`config.mk`:
```
export PLATFORM = sky130hd
export DESIGN_NAME = ppu_seq_ctrl
export DESIGN_NICKNAME = d
export VERILOG_FILES = /design/src/rtl/ppu_seq_ctrl.sv
export SDC_FILE = /design/constraint.sdc
export NUM_CORES = 1
export LEC_CHECK = 0
export ABC_CLOCK_PERIOD_IN_PS = 5780
export CAP_MARGIN = 30
export CORE_ASPECT_RATIO = 1.2
export CORE_MARGIN = 4
export CORE_UTILIZATION = 50
export CTS_BUF_LIST = sky130_fd_sc_hd__clkbuf_8
export DETAILED_ROUTE_END_ITERATION = 6
export PLACE_DENSITY_LB_ADDON = 0.15
export SLEW_MARGIN = 20
export SYNTH_ARGS = -nofsm -noshare
export SYNTH_HDL_FRONTEND = slang
export SYNTH_SLANG_ARGS = --single-unit
```
`constraint.sdc`:
```
create_clock -name clk_pix -period 5.78 [get_ports clk_pix]
set_clock_uncertainty 0.2 [all_clocks]
set_input_delay 0.867 -clock clk_pix [delete_from_list [all_inputs] [get_ports clk_pix]]
set_output_delay 0.867 -clock clk_pix [all_outputs]
set_load 0.02 [all_outputs]
```
`src/rtl/ppu_seq_ctrl.sv`:
```
// PPU sequencing controller: streams a parameter block into the PPU one byte
// per handshake, then forwards PPU pixels to the VGA path until a reload.
module ppu_seq_ctrl #(
  parameter int         NPARAM   = 10,
  parameter logic [2:0] MODE_RST = 3'd5,
  parameter int         TIMEOUT  = 255
) (
  input  logic       clk_pix,
  input  logic       sim_rst,
  input  logic       cfg_we,
  input  logic [3:0] cfg_addr,
  input  logic [7:0] cfg_wdata,
  input  logic       start,
  input  logic       frame_start,
  output logic       ppu_sync,
  output logic       ppu_stb_i,
  output logic [7:0] ppu_data_i,
  output logic [2:0] ppu_mode,
  input  logic       ppu_ack_i,
  input  logic [7:0] ppu_data_o,
  input  logic       ppu_stb_o,
  output logic       ppu_ack_o,
  output logic [7:0] pix_data,
  output logic       busy,
  output logic       err
);

  localparam int IW = $clog2(NPARAM);
  localparam int WW = $clog2(TIMEOUT + 1);

  localparam logic [IW-1:0] LAST_IDX  = IW'(NPARAM - 1);
  localparam logic [WW-1:0] WAIT_MAX  = WW'(TIMEOUT - 1);
  localparam logic [3:0]    NPARAM_A  = 4'(NPARAM);
  localparam logic [3:0]    MODE_ADDR = 4'd15;

  localparam logic [2:0] S_IDLE = 3'd0;
  localparam logic [2:0] S_LOAD = 3'd1;
  localparam logic [2:0] S_RUN  = 3'd2;
  localparam logic [2:0] S_PEND = 3'd3;
  localparam logic [2:0] S_ERR  = 3'd4;

  logic [2:0]    state, state_nxt;
  logic [IW-1:0] idx;
  logic [WW-1:0] wcnt;
  logic          dirty;
  logic [7:0]    param [NPARAM];
  logic [2:0]    mode_sh;

  logic addr_param, addr_mode, cfg_hit;
  logic last_byte, wait_done, tracking, pix_live, enter_load;

  // The two colour-depth LSBs the VGA format drops.
  logic unused_pix_lsbs;
  assign unused_pix_lsbs = ^ppu_data_o[1:0];

  assign addr_param = (cfg_addr < NPARAM_A);
  assign addr_mode  = (cfg_addr == MODE_ADDR);
  assign cfg_hit    = cfg_we && (addr_param || addr_mode);
  assign last_byte  = (idx == LAST_IDX);
  assign wait_done  = (wcnt == WAIT_MAX);
  assign tracking   = (state == S_LOAD) || (state == S_RUN) || (state == S_PEND);
  assign pix_live   = (state == S_RUN) || (state == S_PEND);
  assign enter_load = (state_nxt == S_LOAD) && (state != S_LOAD);

  // NOTE: state_nxt is assigned before the case so every path drives it;
  // a missing default in combinational logic would infer a latch.
  always_comb begin
    state_nxt = state;
    case (state)
      S_IDLE: if (start) state_nxt = S_LOAD;
      S_LOAD: begin
        if (ppu_ack_i) begin
          if (last_byte) state_nxt = S_RUN;
        end else if (wait_done) begin
          state_nxt = S_ERR;
        end
      end
      S_RUN: begin
        if (start && frame_start)            state_nxt = S_LOAD;
        else if (dirty || cfg_hit || start)  state_nxt = S_PEND;
      end
      S_PEND: if (frame_start) state_nxt = S_LOAD;
      S_ERR:  if (start) state_nxt = S_LOAD;
      default: state_nxt = S_IDLE;
    endcase
  end

  // NOTE: all state and outputs update with non-blocking assignments so every
  // register samples pre-edge values, independent of statement order.
  always_ff @(posedge clk_pix or posedge sim_rst) begin
    if (sim_rst) begin
      state      <= S_IDLE;
      idx        <= '0;
      wcnt       <= '0;
      dirty      <= 1'b0;
      mode_sh    <= MODE_RST;
      ppu_mode   <= MODE_RST;
      ppu_sync   <= 1'b0;
      ppu_stb_i  <= 1'b0;
      ppu_data_i <= '0;
      ppu_ack_o  <= 1'b0;
      pix_data   <= '0;
      busy       <= 1'b0;
      err        <= 1'b0;
      // NOTE: the parameter file is reset because a load issued straight
      // out of reset must send zeros, not power-up garbage.
      for (int i = 0; i < NPARAM; i++) param[i] <= '0;
    end else begin
      state <= state_nxt;

      if (cfg_we && addr_param) param[cfg_addr[IW-1:0]] <= cfg_wdata;
      if (cfg_we && addr_mode)  mode_sh <= cfg_wdata[2:0];

      if (enter_load)                         dirty <= 1'b0;
      else if (tracking && (cfg_hit || start)) dirty <= 1'b1;

      if (enter_load) begin
        idx        <= '0;
        wcnt       <= '0;
        ppu_mode   <= mode_sh;
        ppu_sync   <= 1'b1;
        ppu_stb_i  <= 1'b1;
        ppu_data_i <= param[0];
        ppu_ack_o  <= 1'b0;
        busy       <= 1'b1;
        err        <= 1'b0;
      end else if (state == S_LOAD) begin
        if (ppu_ack_i) begin
          wcnt <= '0;
          if (last_byte) begin
            idx        <= '0;
            ppu_sync   <= 1'b0;
            ppu_stb_i  <= 1'b0;
            ppu_data_i <= '0;
            busy       <= 1'b0;
            ppu_ack_o  <= 1'b1;
          end else begin
            idx        <= idx + 1'b1;
            ppu_data_i <= param[idx + 1'b1];
          end
        end else if (wait_done) begin
          wcnt       <= '0;
          ppu_sync   <= 1'b0;
          ppu_stb_i  <= 1'b0;
          ppu_data_i <= '0;
          busy       <= 1'b0;
          err        <= 1'b1;
        end else begin
          wcnt <= wcnt + 1'b1;
        end
      end

      // Pixels are accepted in RUN and PEND alike; ERR blanks the output.
      if (pix_live && ppu_stb_o)
        pix_data <= {ppu_data_o[7:2], 2'b00};
      else if ((state == S_LOAD) && (state_nxt == S_ERR))
        pix_data <= '0;
    end
  end

endmodule

```
# --- After elaboration in Yosys (flattened, before gate mapping) ---
# Cells that the tools add are included.
word_totals:
  register_bits: 121
  latchBits: 0
  mem_bits_rw: 0
  romBits: 0
  in_bits: 27
  out_inout_bits: 24
  wordCells: 115
  n_memories: 0
classes:
  addsub: 2
  mul: 0
  div_mod_pow: 0
  n_lt_le_gt_ge: 4
  n_eq_ne: 12
  shifts: 0
  n_mux: 44
  bitwise_logic: 2
  n_reduce_logical: 30
ops:
  columns: ["operator", "n"]
  rows:
  - ["$mux 8", 14]
  - ["$bwmux 80", 1]
  - ["$bmux 8 s4", 1]
  - ["$demux 8 s4", 1]
  - ["$mux 3", 7]
  - ["$mux 4", 4]
  - ["$mux 1", 15]
  - ["$pmux 3 s4", 1]
  - ["$reduce_bool 2->1", 6]
  - ["$ge 5x5->1 const B", 2]
  - ["$not 4->5", 2]
  - ["$logic_and 1x1->1", 9]
  - ["$reduce_and 3->1", 3]
  - ["$add 8x1->8 const B", 1]
  - ["$eq 4x4->1 const B", 2]
  - ["$eq 8x8->1 const B", 1]
  - ["$logic_or 1x1->1", 7]
  - ["$eq 3x1->1 const B", 2]
  - ["$eq 3x2->1 const B", 2]
  - ["$eq 3x3->1 const B", 2]
  - ["$ne 3x1->1 const B", 2]
  - ["$lt 5x1->1 const B", 1]
  - ["$add 4x1->4 const B", 1]
  - ["$lt 4x4->1 const B", 1]
  - ["5 further kinds", 6]

# --- Longest topological paths before layout ---
# Gate-level depths: netlist of the first run.
depth:
  word_depth: 12
  mapped_depth: 9
  depth_no_buf: 8

# --- Worst setup path before layout of the first run ---
# Ideal clock, no wire load.
synth_timing:
  kind: "input port to flip-flop"
  start: "input cfg_addr[2]"
  end: "register param[24] in the netlist's numbering"
  setup_ns: 0.125
  t_arrival_ns: 1.905
  required_ns: 5.455
  slack_ns: 3.550
  cell_stages: 4
  n_path_buf: 1
  path_cell_list: "buf_2 nand2b_1 nor3_2 mux2_2"
synth_between:
  elab_chain_len: 6
  word_cells_on_any_way: 9
  cone_classes: "order compare: 3; mux: 3; bitwise: 1; reduce/logical: 2"
synth_lines:
  columns: ["element", "line_no", "rtl"]
  rows:
  - ["start, declared", "11", "input logic [3:0] cfg_addr,"]
  - ["$not 4->5 (implied by the code)", "111", "if (cfg_we && addr_param) param[cfg_addr[IW-1:0]] <= cfg_wdata;"]
  - ["$ge 5x5->1 (implied by the code) or $lt 5x1->1 (tied branches)", "111", null]
  - ["$logic_and 1x1->1 (implied by the code)", "111", null]
  - ["$mux 8 (implied by the code)", "111", null]
  - ["$demux 8 s4", "111", null]
  - ["$bwmux 80", "111", null]
  - ["end signal, assigned by index", "111", null]
  - ["end, declared", "46", "logic [7:0] param [NPARAM];"]
# Parallel ways exist; a longest one is shown, timed or not.
# A chain may end at the register's enable or synchronous reset.

# --- Final worst setup path of the first run ---
layout_timing:
  start: "register idx[0]"
  end: "register ppu_data_i[7]"
layout_between:
  elab_chain_len: 9
  word_cells_on_any_way: 18
  cone_classes: "add/sub: 1; eq/ne: 2; mux: 10; bitwise: 1; reduce/logical: 4"
layout_lines:
  columns: ["element", "line_no", "rtl"]
  rows:
  - ["start, declared", "43", "logic [IW-1:0] idx;"]
  - ["start signal, assigned", "138", "idx <= idx + 1'b1;"]
  - ["$add 4x1->4", "139", "ppu_data_i <= param[idx + 1'b1];"]
  - ["$not 4->5 (implied by the code)", "139", null]
  - ["$bmux 8 s4", "139", null]
  - ["$mux 8 (implied by the code) (2 in a row)", "139", null]
  - ["$mux 8", "130", "if (last_byte) begin"]
  - ["$mux 8", "128", "if (ppu_ack_i) begin"]
  - ["$mux 8", "127", "end else if (state == S_LOAD) begin"]
  - ["$mux 8", "117", "if (enter_load) begin"]
  - ["end signal, assigned", "123", "ppu_data_i <= param[0];"]
  - ["end signal, assigned", "139", null]
  - ["end, declared", "17", "output logic [7:0] ppu_data_i,"]
# Parallel ways exist; a longest one is shown, timed or not. The select of a mux whose other input is x is not followed.

==> results.yml, run 1 <==
power_and_ir_drop:
  power_leakage_nw: 2.832
  switchingPower_w: 0.0009007
  ir_drop_uv: 201.9
  clock_power_share: 0.225
  combPwrFrac: 0.360
  swShare: 0.3179
  pwr-share-seq: 0.415
  internal_power_w: 0.001932
  power_density_nw_per_um2: 427.4
global_route:
  globalRouteOverflowTotal: 0
  antenna_found_initial: 0
  grt_first_pass_wirelength_um: 19310
  grt_pass1_vias: 3833
  grt.total_usage: 0.1841
  grt_max_degree: 67
logic_synthesis:
  synth_edf_count: 0
  synth_compound_area_frac: 0.08977
  synthArstFlopShare: 1.000
  ys_seq_elements: 119
  synth_seq_area_share: 0.5132
  synth_area_um2: 5812
  avgSynthCellArea_um2: 13.33
  ys.flop_type: "dfrtp_1"
  yosys.area_share.xor_xnor: 0
  synthSimpleGateAreaFrac: 0.09709
  synthAdderAreaFrac: 0.008611
  ys_types: 62
  yosys-mux-area-fraction: 0.2530
  synth_top_family_by_area: "multiplexers"
  yosysWarnings: 0
  syn-instance-count: 436
run_status:
  status: "completed"
routing:
  via_count: 3657
  wl_met2_um: 5931
  ant_nets: 0
  wl_per_cell_um: 18.16
  via_per_inst: 5.705
  first_pass_iters: 4
  met1_length_um: 5060
  drt-total-wl_um: 11640
  route.met3.wl_um: 518
  post-route-drc-count: 0
  drt_iter0_markers: 131
  topRoutingLayerUsed: "met4"
worst_hold_path:
  hp-class: "flip-flop to flip-flop"
timing:
  maxSlewHeadroom: 0.3786
  maxClockFrequency_mhz: 341.5
  timing.final.crit_share: 0.5066
  setup_viol: 0
  drv_slew: 0
  setup_ws_ns: 2.852
  hold_viol_final: 0
  fin_tns_setup_ns: 0
  rsz0062_at_grt: "no"
  finalCriticalPeriod_ns: 2.928
  tightest_slew_ns: 0.9265
layout:
  num_antenna_cells: 0
  area_delta_synth_final_pct: 14.04
  final_area_um2: 6628
  layout-drive-gt1-share: 0.3306
  num-fill-cells: 936
  nets: 508
placement:
  place.gp.congestion: 0.7625
  place_ws_ns: 2.635
  io_buffers: 46
  post_dp_cell_area_um2: 6294
  dp_hpwl_um: 7996
floorplan:
  placeableCoreArea_um2: 11190
  die_h_um: 126.1
  ios: 51
  initial_core_util: 0.5192
  dieArea_um2: 13420
  die_w_um: 106.4
  num_rows: 42
clock_tree:
  ctsResizeCount: 0
  htreeDepth: 4
  clock_latency_ns: 0.42
  postCtsSetupBuffers: 0
  clkTransAtPathRegs_ns: 0.06
  clock-sinks: 119
  clock_path_buffers: 2
  cts_buffers: 17
  hold_buffers: 0
  tritoncts: "done"
  cts_root_buffer: "clkbuf_8"
flow_run:
  maxCapViolCount: 0
worst_setup_path:
  startpoint_type: "flip-flop"
  endpoint_kind: "flip-flop"
  critical_path_arrival_ns: 3.03
  cp.required_ns: 5.88
  worstPathMaxFanout: 31
  path_class: "flip-flop to flip-flop"
synth_stat cells (all sizes together), types with 2 or more instances:
| cell | n | share of area |
|---|---|---|
| mux4 | 16 | 0.065 |
| mux2 | 94 | 0.18 |
| nor3b | 2 | 0.0054 |
| ha | 4 | 0.0086 |
| and3 | 8 | 0.0095 |
| buf | 20 | 0.023 |
| clkbuf | 7 | 0.0097 |
| a22oi | 5 | 0.0065 |
| nand3 | 8 | 0.0086 |
| and2 | 2 | 0.0022 |
| nor2b | 5 | 0.0058 |
| dfstp | 4 | 0.018 |
| nand2b | 9 | 0.010 |
| mux2i | 2 | 0.0056 |
| o21a | 2 | 0.0026 |
| inv | 7 | 0.0045 |
| dfrtp | 115 | 0.50 |
| nand3b | 4 | 0.0052 |
| a21oi | 14 | 0.016 |
| nor3 | 5 | 0.0090 |
| o21ai | 25 | 0.022 |
| nand4 | 2 | 0.0022 |
| a221o | 5 | 0.0086 |
| o22ai | 2 | 0.0032 |
| nor2 | 23 | 0.016 |
| o31ai | 4 | 0.0060 |
| nand2 | 21 | 0.015 |
| a22o | 10 | 0.015 |
routing by layer:
metal | global-route usage | vias to the layer above
li1 | - | 1681
met1 | 0.2357 | 1880
met2 | 0.3077 | 83
met3 | 0.04197 | 13
met4 | 0.06622 | 0
met5 | 0 | -
registers in the layout (all words and copies together) (netlist names):
signal,cells
busy,1
ppu_data_i,8
ppu_mode,3
dirty,1
err,1
wcnt,8
ppu_ack_o,1
param,80
state,3
mode_sh,3
idx,4
pix_data,6
area by class of cell:
| type | instances | area, um2 | share of cell area |
|---|---|---|---|
| clock inverter | 7 | 31.28 | 0.004720 |
| clock buffer | 22 | 302.8 | 0.04569 |
| multi-input combinational | 284 | 2614 | 0.3944 |
| inverter | 7 | 28.78 | 0.004342 |
| sequential | 119 | 2983 | 0.4501 |
| tap | 154 | 192.7 | 0.02907 |
| timing repair buffer | 48 | 475.5 | 0.07174 |
worst paths after layout:
path | from | endpoint | slack [ns] | cells past startpoint
min in group asynchronous | sim_rst | ppu_data_i[5]$_DFFE_PP0P_ | 0.76 | 2
worst max register to register | idx[0]$_DFFE_PP0P_ | ppu_data_i[7]$_DFFE_PP0P_ | 2.85 | 6
worst min-delay path | err$_DFFE_PP0P_ | err$_DFFE_PP0P_ | 0.28 | 1
worst min register to register | err$_DFFE_PP0P_ | err$_DFFE_PP0P_ | 0.28 | 1
max in group asynchronous | sim_rst | idx[2]$_DFFE_PP0P_ | 3.44 | 3
worst max-delay path | idx[0]$_DFFE_PP0P_ | ppu_data_i[7]$_DFFE_PP0P_ | 2.85 | 6
cells in the final DEF, fill, tap and decap left out, types with 3 or more instances in the layout:
cell	n
a21oi_1	12
a221o_1	5
a22o_1	10
a22oi_1	5
and3_1	7
clkbuf_8	22
clkdlybuf4s50_1	46
clkinv_2	4
dfrtp_1	115
dfstp_2	4
ha_1	4
inv_1	9
mux2_2	92
mux4_1	5
mux4_2	11
nand2_1	19
nand2b_1	8
nand3_1	6
nand3b_1	4
nor2_1	20
nor2_2	3
nor2b_1	4
o21ai_0	9
o21ai_1	15
o31ai_1	3
cell families after synthesis:
family,Yosys count
DFF,119
muxes,112
and+or+nand+nor,93
AOI/OAI and AO/OA,73
buffers and inverters,34
adders and majority gates,4
other,1
stage by stage:
stage / hold slack (ns) / util / power, W / instances
2_1_floorplan: 0.2457 / - / 0.001954 / 437
3_3_place_gp: 0.2578 / 0.5623 / 0.002188 / 612
3_5_place_dp: 0.2739 / 0.5623 / 0.002221 / 612
4_1_cts: 0.2888 / 0.5921 / 0.002866 / 641
5_1_grt: 0.3054 / 0.5921 / 0.002997 / 641
6_report: 0.2830 / 0.5921 / 0.002833 / 641
critical path: stages, from the launching register on:
cell,delay (ns)
dfrtp_1,0.36
buf_4,0.29
ha_1,0.97
mux4_2,0.43
a22oi_1,0.22
o21ai_1,0.08
a221o_1,0.25
power by group through the flow:
stage / Combinational [W] / Sequential [W] / Clock [W]
after CTS: 0.00103 / 0.00118 / 0.000657
after global routing: 0.00110 / 0.00121 / 0.000691
after detailed placement: 0.00103 / 0.00119 / 0
after floorplan: 0.000727 / 0.00123 / 0
final: 0.00102 / 0.00118 / 0.000636
after global placement: 0.00101 / 0.00118 / 0
Note: power is estimated with default switching activity, not from simulation.
==> run 2: changes to the inputs <==
--- a/config.mk
+++ b/config.mk
@@ -5,7 +5,7 @@
 export SDC_FILE = /design/constraint.sdc
 export NUM_CORES = 1
 export LEC_CHECK = 0
-export ABC_CLOCK_PERIOD_IN_PS = 5780
+export ABC_CLOCK_PERIOD_IN_PS = 2700
 export CAP_MARGIN = 30
 export CORE_ASPECT_RATIO = 1.2
 export CORE_MARGIN = 4
==> constraint.sdc (replaced) <==
create_clock -name clk_pix -period 2.7 [get_ports clk_pix]
set_clock_uncertainty 0.2 [all_clocks]
set_input_delay 0.405 -clock clk_pix [delete_from_list [all_inputs] [get_ports clk_pix]]
set_output_delay 0.405 -clock clk_pix [all_outputs]
set_load 0.02 [all_outputs]
==> run 2 against run 1 <==
- count of clock-buffer cells in the layout unchanged
- clock power increased to 2.5 times the previous value
- critical endpoint unchanged
- wire length increased by 2.0%
- non-clock buffer count increased by 16
- combinational power increased by 120%
- final cell count increased by 3.0%
- die area unchanged
- cell area increased by 3.7%
==> results.yml, run 2 (synthesis gave the netlist of run 1 again) <==
worst_setup_path:
  path_class: "flip-flop to flip-flop"
  crit_buf_inv: 1
  slowest_delay_ns: 0.50
  cpLargestDelayFamily: "compound AO/OA/AOI/OAI gates"
  startpoint_type: "flip-flop"
  worstPathMaxFanout: 21
  endpoint_kind: "flip-flop"
  critPathSlowestCell: "dfrtp_1"
  critical_path_arrival_ns: 2.49
  cp.required_ns: 2.81
  worstPathCellList: "ha_1 -> buf_4 -> mux4_2 -> a22oi_1 -> o21ai_1 -> a221o_1"
global_route:
  grt.total_usage: 0.1897
  use_met3: 0.04811
  use_met1: 0.2451
  grt_pass1_vias: 3789
  globalRouteOverflowTotal: 0
  antenna_found_initial: 0
  grt_first_pass_wirelength_um: 19730
  gr-usage-met2: 0.3111
  busiest_layer: "met2"
  grt_max_degree: 36
layout:
  top_regs: "param x80, ppu_data_i x8, wcnt x8"
  num_antenna_cells: 0
  largest_reg_flops: 80
  area_delta_synth_final_pct: 18.21
  largest_register: "param"
  stdcell_count: 660
  mostFrequentLayoutCells: "dfrtp_1, mux2_2, clkdlybuf4s50_1"
  layout-drive-gt1-share: 0.3577
  nets: 524
  num-fill-cells: 890
  final_common_cell: "dfrtp_1"
clock_tree:
  clock-sinks: 119
  clock_path_buffers: 2
  ctsResizeCount: 0
  postCtsSetupBuffers: 0
  clkTransAtPathRegs_ns: 0.07
  htreeDepth: 4
  tritoncts: "done"
  clock_latency_ns: 0.42
  cts_root_buffer: "clkbuf_8"
  hold_buffers: 0
  cts_buffers: 17
placement:
  place.gp.congestion: 0.7831
  dp_cells: 628
  dp_hpwl_um: 8397
  io_buffers: 46
timing:
  rsz0062_at_grt: "no"
  timing.final.crit_share: 0.8835
  maxClockFrequency_mhz: 419.2
  drv_slew: 0
  fin_tns_setup_ns: 0
  hold_viol_final: 0
  tightest_slew_ns: 0.6439
  finalCriticalPeriod_ns: 2.386
  maxSlewHeadroom: 0.5698
  setup_viol: 0
flow_run:
  maxCapViolCount: 0
routing:
  ant_nets: 0
  post-route-drc-count: 0
  via_count: 3681
  via_per_inst: 5.577
  drt_iter0_markers: 209
  wl_per_cell_um: 18.00
  drt-total-wl_um: 11880
  first_pass_iters: 4
floorplan:
  die_w_um: 106.4
  ios: 51
  placeableCoreArea_um2: 11190
  initial_core_util: 0.5192
  die_h_um: 126.1
  num_rows: 42
  dieArea_um2: 13420
run_status:
  status: "completed"
power_and_ir_drop:
  ir_drop_uv: 448.3
  power_density_nw_per_um2: 928.6
  power_leakage_nw: 2.949
worst_hold_path:
  hp-class: "primary input to async pin"
[run 2: area by class of cell]
class / instances / area, um2 / area share
clock buffer: 22 / 302.8 / 0.04407
clock inverter: 10 / 102.6 / 0.01493
tap: 154 / 192.7 / 0.02805
timing repair buffer: 64 / 645.6 / 0.09397
inverter: 7 / 30.03 / 0.004371
multi-input combinational: 284 / 2614 / 0.3804
sequential: 119 / 2983 / 0.4342
[run 2: report_power, final]
part	switching (W)	internal, W	leakage, nW
registers	0.000288	0.00225	1.48
clock network	0.000676	0.000930	0.213
logic	0.00103	0.00120	1.26
total	0.00200	0.00438	2.95
[run 2: worst register-to-register path, cell delays in order (launching register included)]
cell and delay (ns):
dfrtp_1 0.50, ha_1 0.34, buf_4 0.29, mux4_2 0.37, a22oi_1 0.22, o21ai_1 0.09
a221o_1 0.26
[run 2: metal layers]
metal / share of wire / routed length, um
met2: 0.50 / 5951
met5: 0 / 0
met4: 0.014 / 167
met3: 0.044 / 528
met1: 0.44 / 5229
[run 2: path summary, 6_finish.rpt]
path | start | to | cells after the start | slack [ns]
setup / recovery | idx[0]$_DFFE_PP0P_ | ppu_data_i[7]$_DFFE_PP0P_ | 6 | 0.31
hold / removal | sim_rst | wcnt[4]$_DFFE_PP0P_ | 2 | 0.22
setup reg to reg | idx[0]$_DFFE_PP0P_ | ppu_data_i[7]$_DFFE_PP0P_ | 6 | 0.31
hold reg to reg | err$_DFFE_PP0P_ | err$_DFFE_PP0P_ | 1 | 0.28
max in group asynchronous | sim_rst | mode_sh[2]$_DFFE_PP1P_ | 3 | 1.44
min in group clk_pix | err$_DFFE_PP0P_ | err$_DFFE_PP0P_ | 1 | 0.28
[run 2: through the flow]
| stage | hold WS (ns) | utilization | total power, W | setup WS, ns | cell area [um2] |
|---|---|---|---|---|---|
| 2_1_floorplan | 0.2457 | - | 0.004183 | 0.6429 | 5819 |
| 3_3_place_gp | 0.2645 | 0.5776 | 0.004749 | 0.2537 | 6465 |
| 3_5_place_dp | 0.2691 | 0.5776 | 0.004817 | 0.2311 | 6465 |
| 4_1_cts | 0.2150 | 0.6138 | 0.006447 | 0.3194 | 6870 |
| 5_1_grt | 0.2579 | 0.6138 | 0.006759 | 0.1684 | 6870 |
| 6_report | 0.2163 | 0.6138 | 0.006380 | 0.3145 | 6870 |
==> run 3: changes to the inputs <==
--- a/config.mk
+++ b/config.mk
@@ -5,7 +5,7 @@
 export SDC_FILE = /design/constraint.sdc
 export NUM_CORES = 1
 export LEC_CHECK = 0
-export ABC_CLOCK_PERIOD_IN_PS = 2700
+export ABC_CLOCK_PERIOD_IN_PS = 2150
 export CAP_MARGIN = 30
 export CORE_ASPECT_RATIO = 1.2
 export CORE_MARGIN = 4
==> constraint.sdc (replaced) <==
create_clock -name clk_pix -period 2.15 [get_ports clk_pix]
set_clock_uncertainty 0.2 [all_clocks]
set_input_delay 0.3225 -clock clk_pix [delete_from_list [all_inputs] [get_ports clk_pix]]
set_output_delay 0.3225 -clock clk_pix [all_outputs]
set_load 0.02 [all_outputs]
==> run 3 against run 2 <==
- sequential cell count stayed put
- total power rose by 37%
- global-route usage up 0.65 points
- worst setup slack got worse by 0.27 ns
- sequential share of layout area down 2.3 points
- non-clock buffer count is 29 higher
- cell area increased by 5.8%
- combinational power rose by 43%
- largest cell class unchanged
- critical endpoint is now ppu_data_i[2]$_DFFE_PP0P_
- core utilization up 3.6 points
- critical path type unchanged
- die area did not move
==> results.yml, run 3 (synthesis gave the netlist of run 1 again) <==
worst_setup_path:
  slowest_delay_ns: 0.49
  r2r_setup_slack_ns: 0.04
  critical_path_arrival_ns: 2.22
  r2r_start: "idx[0]$_DFFE_PP0P_"
  worstPathCellList: "ha_4 -> and2_4 -> a21oi_4 -> mux2i_4 -> buf_12 -> a22oi_2 -> o21ai_1 -> a221o_1"
  path_class: "flip-flop to flip-flop"
  cp.required_ns: 2.27
  endpoint_kind: "flip-flop"
  rr_worst_depth: 8
  r2r_end: "ppu_data_i[2]$_DFFE_PP0P_"
  startpoint_type: "flip-flop"
  worstPathMaxFanout: 8
  critPathSlowestCell: "dfrtp_2"
floorplan:
  placeableCoreArea_um2: 11190
  initial_core_util: 0.5192
  die_w_um: 106.4
  dieArea_um2: 13420
  ios: 51
  die_h_um: 126.1
  num_rows: 42
clock_tree:
  tritoncts: "done"
  cts_root_buffer: "clkbuf_8"
  htreeDepth: 4
  clock_path_buffers: 2
  clkTransAtPathRegs_ns: 0.07
  hold_buffers: 0
  clock-sinks: 119
  cts_buffers: 17
  clock_latency_ns: 0.43
placement:
  io_buffers: 46
  post_dp_cell_area_um2: 6665
  place.gp.congestion: 0.8163
  dp_hpwl_um: 8818
power_and_ir_drop:
  ir_drop_uv: 586.2
  power_density_nw_per_um2: 1206
  power_leakage_nw: 3.134
  finalPower_w: 0.008769
flow_run:
  maxCapViolCount: 0
worst_hold_path:
  hp-class: "primary input to async pin"
layout:
  area_delta_synth_final_pct: 25.08
  final_area_um2: 7269
  multi_input_area_um2: 2673
  top_regs: "param x80, ppu_data_i x8, wcnt x8"
  nets: 553
  num_antenna_cells: 0
  regArea_um2: 2985
  largest_register: "param"
  largest_reg_flops: 80
  layout-drive-gt1-share: 0.4150
  mostFrequentLayoutCells: "dfrtp_1, mux2_2, clkdlybuf4s50_1"
  final_common_cell: "dfrtp_1"
  num-fill-cells: 872
routing:
  via_per_inst: 5.581
  drt-total-wl_um: 12310
  post-route-drc-count: 0
  ant_nets: 0
  wl_per_cell_um: 17.86
  drt_iter0_markers: 179
  via_count: 3845
  first_pass_iters: 4
timing:
  maxClockFrequency_mhz: 474.3
  setup_viol: 0
  drv_slew: 0
  timing.final.crit_share: 0.9806
  fin_tns_setup_ns: 0
  rsz0062_at_grt: "yes"
  hold_viol_final: 0
  finalCriticalPeriod_ns: 2.108
global_route:
  grt_max_degree: 40
  grt.total_usage: 0.1962
  antenna_found_initial: 0
  grt_first_pass_wirelength_um: 20580
  globalRouteOverflowTotal: 0
  grt_pass1_vias: 3997
run_status:
  status: "completed"
## run 3: changes by cell type in the layout (fill, tap and decap cells not counted), moves of 3 or more
cell,change
buf_4,+23
a22oi_1,-3
a22oi_2,+3
buf_12,+3
buf_6,+3
bufinv_16,+3
clkinv_2,-3
## run 3: repair_timing
| item | 4_1_cts | 5_1_grt |
|---|---|---|
| endpoints found under the setup margin | 3 | 9 |
| pin swaps | 0 | 5 |
| buffers inserted | 1 | 3 |
| resized for setup | 7 | 13 |
## run 3: how the worst max path moves through the flow
stage	start	endpoint	slack (ns)	cells past startpoint
after detailed placement	cfg_we	param[0]$_DFFE_PP0P_	-0.16	5
after floorplan	idx[1]$_DFFE_PP0P_	ppu_data_i[0]$_DFFE_PP0P_	0.11	7
after CTS	ppu_mode[2]$_DFFE_PP1P_	ppu_mode[2]	0.03	1
final	idx[0]$_DFFE_PP0P_	ppu_data_i[2]$_DFFE_PP0P_	0.04	8
after global routing	idx[0]$_DFFE_PP0P_	ppu_data_i[2]$_DFFE_PP0P_	-0.05	8
after global placement	cfg_we	param[0]$_DFFE_PP0P_	-0.1	5
## run 3: layer usage
layer / GRT usage / part of all wire / vias up
li1: - / - / 1788
met1: 0.2518 / 0.44 / 1950
met2: 0.3223 / 0.51 / 89
met3: 0.05220 / 0.040 / 18
met4: 0.06998 / 0.014 / 0
met5: 0 / 0 / -
## run 3: cell type report
cell class / count / area share
Multi-Input combinational cell: 284 / 0.3676
Timing Repair Buffer: 93 / 0.1258
Clock buffer: 20 / 0.03787
Tap cell: 154 / 0.02651
Inverter: 7 / 0.004131
Clock inverter: 12 / 0.02737
Sequential cell: 119 / 0.4107
## run 3: worst max-delay path, delay by kind of cell, from the launching register on
family,cells,cell delay (ns)
multiplexers,1,0.10
buffers and inverters,1,0.16
adder cells (fa/ha/maj),1,0.20
AND/OR/NAND/NOR,1,0.17
flip-flops,1,0.49
AO/OA/AOI/OAI,4,0.67
## run 3: through the flow
step                std cells    util  hold WS [ns]  setup WS, ns
floorplan                 437       -        0.2457        0.1061
global placement          653  0.5955        0.2599      -0.09829
detailed placement        653  0.5955        0.2709       -0.1611
CTS                       686  0.6417       0.05335       0.03248
global route              689  0.6495       0.07272      -0.05273
finish                    689  0.6495       0.05925       0.04180
## run 3: where the power goes
group	switching (W)	internal, W	total (W)
Sequential	0.000366	0.00283	0.00319
Combinational	0.00140	0.00180	0.00320
Clock	0.000902	0.00147	0.00237
